File: src/rtl/motion_pkg.sv
// Shared types and default geometry/threshold for the motion mask block.
package motion_pkg;

  typedef enum logic {S_READ, S_WRITE} state_e;

  localparam int unsigned DefWidth     = 720;
  localparam int unsigned DefHeight    = 540;
  localparam int unsigned DefThreshold = 50;

endpackage

File: src/rtl/motion_mask.sv
// Compares current and background gray pixels from paired FWFT FIFOs and writes a
// binary motion mask, counting motion pixels per frame.
module motion_mask
  import motion_pkg::*;
#(
  parameter int unsigned WIDTH     = DefWidth,
  parameter int unsigned HEIGHT    = DefHeight,
  parameter int unsigned THRESHOLD = DefThreshold
) (
  input  logic        clock,
  input  logic        reset,
  input  logic        base_empty,
  input  logic [7:0]  base_dout,
  output logic        base_rd_en,
  input  logic        img_empty,
  input  logic [7:0]  img_dout,
  output logic        img_rd_en,
  input  logic        out_full,
  output logic        out_wr_en,
  output logic [7:0]  out_din,
  output logic        frame_done,
  output logic [19:0] motion_count
);

  localparam int unsigned Pixels = WIDTH * HEIGHT;
  localparam int unsigned PixW   = (Pixels > 1) ? $clog2(Pixels) : 1;
  localparam logic [PixW-1:0] LastPix = PixW'(Pixels - 1);

  state_e          state_q, state_d;
  logic [7:0]      mask_q, mask_d;
  logic [PixW-1:0] pix_q, pix_d;
  logic [19:0]     run_q, run_d;
  logic [19:0]     mcount_q, mcount_d;
  logic            done_q, done_d;

  logic [8:0] diff;
  logic [8:0] abs_diff;
  logic       motion;
  logic       pop;
  logic       push;
  logic       hit;

  // 9-bit difference keeps the sign so the magnitude covers the full 0..255 range.
  assign diff     = {1'b0, img_dout} - {1'b0, base_dout};
  assign abs_diff = diff[8] ? (~diff + 9'd1) : diff;
  assign motion   = abs_diff > 9'(THRESHOLD);

  // Gated by reset so no FIFO is touched while reset is held.
  assign pop  = (state_q == S_READ) && !base_empty && !img_empty && !reset;
  assign push = (state_q == S_WRITE) && !out_full && !reset;
  assign hit  = (mask_q == 8'hFF);

  assign base_rd_en   = pop;
  assign img_rd_en    = pop;
  assign out_wr_en    = push;
  assign out_din      = push ? mask_q : 8'h00;
  assign frame_done   = done_q;
  assign motion_count = mcount_q;

  always_comb begin
    state_d  = state_q;
    mask_d   = mask_q;
    pix_d    = pix_q;
    run_d    = run_q;
    mcount_d = mcount_q;
    done_d   = 1'b0;
    if (pop) begin
      mask_d  = motion ? 8'hFF : 8'h00;
      state_d = S_WRITE;
    end
    if (push) begin
      state_d = S_READ;
      if (pix_q == LastPix) begin
        pix_d    = '0;
        run_d    = '0;
        mcount_d = run_q + 20'(hit);
        done_d   = 1'b1;
      end else begin
        pix_d = pix_q + PixW'(1);
        run_d = run_q + 20'(hit);
      end
    end
  end

  always_ff @(posedge clock or posedge reset) begin
    if (reset) begin
      state_q  <= S_READ;
      mask_q   <= 8'h00;
      pix_q    <= '0;
      run_q    <= '0;
      mcount_q <= '0;
      done_q   <= 1'b0;
    end else begin
      state_q  <= state_d;
      mask_q   <= mask_d;
      pix_q    <= pix_d;
      run_q    <= run_d;
      mcount_q <= mcount_d;
      done_q   <= done_d;
    end
  end

endmodule

File: config.mk
export PLATFORM = sky130hd
export DESIGN_NAME = motion_mask
export DESIGN_NICKNAME = d
export VERILOG_FILES = /design/src/rtl/motion_pkg.sv /design/src/rtl/motion_mask.sv
export SDC_FILE = /design/constraint.sdc
export NUM_CORES = 1
export LEC_CHECK = 0
export BUFFER_PORTS_ARGS = -buffer_cell sky130_fd_sc_hd__buf_2
export CORE_ASPECT_RATIO = 0.5
export CORE_MARGIN = 3
export CORE_UTILIZATION = 30
export DETAILED_ROUTE_END_ITERATION = 6
export GPL_TIMING_DRIVEN = 0
export SETUP_SLACK_MARGIN = 0.4
export SLEW_MARGIN = 20
export SYNTH_ARGS = -nofsm -noshare
export SYNTH_HDL_FRONTEND = slang
export SYNTH_SLANG_ARGS = --single-unit
File: constraint.sdc
create_clock -name clock -period 3.2 [get_ports clock]
set_input_delay 0 -clock clock [delete_from_list [all_inputs] [get_ports clock]]
set_output_delay 0 -clock clock [all_outputs]
set_load 0.02 [all_outputs]
==> key figures <==
Min path
  – Hold Crit Class: primary input to flip-flop
  – Worst Hold Path Cells: 4
  – HP Start: img_empty
  – Hold Path Sink: state_q

Clocking
  – Setup repair bufs after CTS: 0
  – Clk pin slew, worst setup/hold paths: 0.05 ns
  – CTS tree: built
  – Clock sink total: 62
  – Clock latency on the worst-skew pair: 0.32 ns
  – Cts bufs inserted: 9
  – H-tree depth: 3
  – Root Driver: clkbuf_16
  – Clock Path Buffers: 2

Placed design
  – HPWL after DPL: 6.06 mm
  – Post-place setup slack: 0.725 ns
  – GPL Wtd Cong: about 0.78
  – Buffers on Ports: between 50 and 60

Worst setup path
  – Critical path class: flip-flop to flip-flop
  – Worst-case reg-to-reg path depth: 9
  – Slowest cell delay on critical path: 0.40 ns
  – Worst path top cell family by delay: simple AND/OR/NAND/NOR gates
  – WP data arrival: 2.65 ns
  – Critical Path End Type: flip-flop
  – Worst path bufs/invs: 0
  – CP required: 3.39 ns
  – Origin of the critical flop-to-flop path: mask_q[6]
  – Crit-path max FO: 5
  – Type of origin of the critical path: flip-flop
  – Worst-path cell chain: ha_1 -> ha_1 -> nand2_1 -> nor4_4 -> and3_4 -> and3_4 -> nand3_4 -> xor2_1 -> a21oi_2
  – Critical Path Source: mask_q[6]
  – Slowest stage cell, crit path: dfrtp_1
  – Reg2reg end: motion_count[18]
  – Reg2reg setup slack: roughly 0.74 ns

STA
  – Total negative setup slack: 0 ns
  – Period utilization: 77.0%
  – Final Hold Vio Count: 0
  – Worst Skew: 0.00848 ns
  – RSZ-0062 raised after global routing: no
  – Slew @ Worst Pin: 0.674 ns
  – Fin. max-slew vios: 0
  – Final WS setup: 0.738 ns
  – Post-layout minimum cycle time: ~2.5 ns
  – Final setup fails: 0
  – Fmax: a little over 400 MHz
  – Slew HR: 54.7%

Detailed routing
  – DR vias: 3133
  – Final ANT Viol Nets: 0
  – Detailed-route DRC error count: 0
  – TritonRoute pass-1 iters: 4
  – Post-DR wirelength/cell: 12.4 um
  – Vias/cell: about 4.8
  – Total wire length after detailed routing: about 8 mm
  – Initial drt markers: about 170

Run
  – Maxcap violations: 0

Synth
  – Mean Syn Cell Area: a little under 9 sq um
  – Gate Count Post-Synth: 424
  – Async S/R FF share, synth: 100%
  – Top FF cell, synth: dfrtp_1
  – Distinct cells, synth: 53
  – Synth warn: 0
  – Area leader, netlist: dfrtp_1
  – EDFF count, synth: 0
  – Most common cell in the netlist: dfrtp_1
  – Synthesized flop and latch total: 62
  – Sequential area share after synthesis: 40.9%
  – Share of the synthesized area in the top cell type: between 40% and 50%
  – Post-synth net total: 458
  – Synth top cells by count: 62 x dfrtp_1, 56 x nand2_1, 46 x nor2_1
  – Synth top area cells: dfrtp_1 41%, xnor2_1 5.8%, o21ai_0 5.7%
  – Mapped Area: 3790 sq um

Floorplanning
  – Die X: 165 um
  – Die ar.: between 10000 and 15000 sq um
  – I/O pin total: 53
  – Chip height: 85.5 um
  – Core Footprint: 12100 sq um
  – Std-Cell Rows: 28
  – Starting Density: 31.4%

Global route
  – Vias in the first global route: 2998
  – Largest net degree at the start of global routing: 42
  – Global route total overflow: 0
  – Gr usage total: between 10% and 20%
  – Initial antenna violation count: 0
  – First-pass GRT wire length: 14.3 mm

Final layout
  – Antenna cells: 0
  – Layout cells sized above 1: a little over a fifth
  – Fin nets: around 520
  – Area delta synth->final: 20.7%

Run status
  – Status: completed

Pwr
  – PwrDens: 491 nW/um^2
  – VDD IR-drop max: 0.000269 V
  – Leakage: 2.09 nW
-- per-layer routing --
| metal | wire length [um] | GRT usage [%] | vias to the layer above |
|---|---|---|---|
| li1 | - | - | 1607 |
| met2 | 4000 | 21.0 | 46 |
| met3 | 224 | 3.09 | 9 |
| met1 | 3890 | 15.7 | 1471 |
| met5 | 0 | 0 | - |
| met4 | 83 | 2.97 | 0 |
-- power breakdown --
group          internal [mW]  switching [mW]  total [mW]
combinational          0.186           0.268       0.455
sequential             0.836          0.0601       0.896
clock                  0.565           0.333       0.898
total                   1.59           0.662        2.25
-- how the worst max path moves through the flow --
stage                                   to  slack (ns)  cells past startpoint
after floorplan           motion_count[18]        1.08                      9
after global placement    motion_count[18]        0.75                      9
after global routing      motion_count[18]        0.54                      9
after CTS                 motion_count[18]        0.71                      9
final                     motion_count[18]        0.74                      9
after detailed placement  motion_count[18]        0.73                      9
-- cell type report --
cell class                 instances  area, sq um
fill                            1228         7510
buffer                            22          126
sequential                        62         1550
tap                              165          206
clock buffer                      13          260
timing repair buffer              54          290
clock inverter                     3         18.8
inverter                          17         66.3
multi-input combinational        323         2060
-- worst reg2reg max path, cell delays in order (launching register included) --
cell and delay (ns):
dfrtp_1 0.40, ha_1 0.22, ha_1 0.27, nand2_1 0.15, nor4_4 0.37, and3_4 0.26
and3_4 0.23, nand3_4 0.08, xor2_1 0.25, a21oi_2 0.09
-- per-stage QoR --
| step | total power [mW] | instances | hold WS (ns) | util (%) | area (sq um) |
|---|---|---|---|---|---|
| 5_1_grt | 2.37 | 659 | 0.0521 | 37.9 | 4580 |
| 6_report | 2.25 | 659 | 0.00946 | 37.9 | 4580 |
| 2_1_floorplan | 1.24 | 424 | 0.123 | - | 3790 |
| 3_5_place_dp | 1.37 | 642 | 0.00497 | 35.4 | 4280 |
| 4_1_cts | 2.27 | 659 | 0.0421 | 37.8 | 4570 |
| 3_3_place_gp | 1.35 | 641 | 0.366 | 35.3 | 4260 |
-- cell usage in the layout, fill, tap and decap left out, types with 3 or more instances in the layout --
master / count
a21oi_1: 17
a31o_2: 3
a31oi_1: 3
and2_1: 4
and3_1: 6
buf_2: 57
buf_4: 10
clkbuf_1: 8
clkbuf_16: 9
dfrtp_1: 62
ha_1: 12
inv_1: 16
mux2i_1: 3
nand2_1: 56
nand3_1: 10
nand4_1: 10
nor2_1: 46
nor2b_1: 4
nor3_1: 9
nor4_1: 4
nor4_4: 3
o2111ai_1: 3
o21ai_0: 43
o22ai_1: 3
o31ai_1: 6
xnor2_1: 25
xor2_1: 15
-- kinds of logic (layout without fill, tap and decap cells) --
group / count (synthesis) / in the layout / share of synthesized area (%)
and+or+nand+nor: 173 / 173 / 24.3
AOI/OAI and AO/OA: 94 / 94 / 15.3
DFF: 62 / 62 / 40.9
xor gates and xnor gates: 40 / 40 / 9.23
buffers and inverters: 39 / 109 / 5.01
adders and majority gates: 13 / 13 / 4.48
muxes: 3 / 3 / 0.791
-- state kept, by name (all words and copies together) (netlist names) --
| name | cells |
|---|---|
| run_q | 20 |
| pix_q | 19 |
| mask_q | 1 |
| frame_done | 1 |
| state_q | 1 |
| motion_count | 20 |
-- repair_timing --
item | CTS | global route
hold buffers | 1 | 0
hold endpoints to repair | 57 | 0
endpoints found under the setup margin | 0 | 0
gates resized for setup | 0 | 0
No activity file was read; power rests on OpenSTA's default activity.
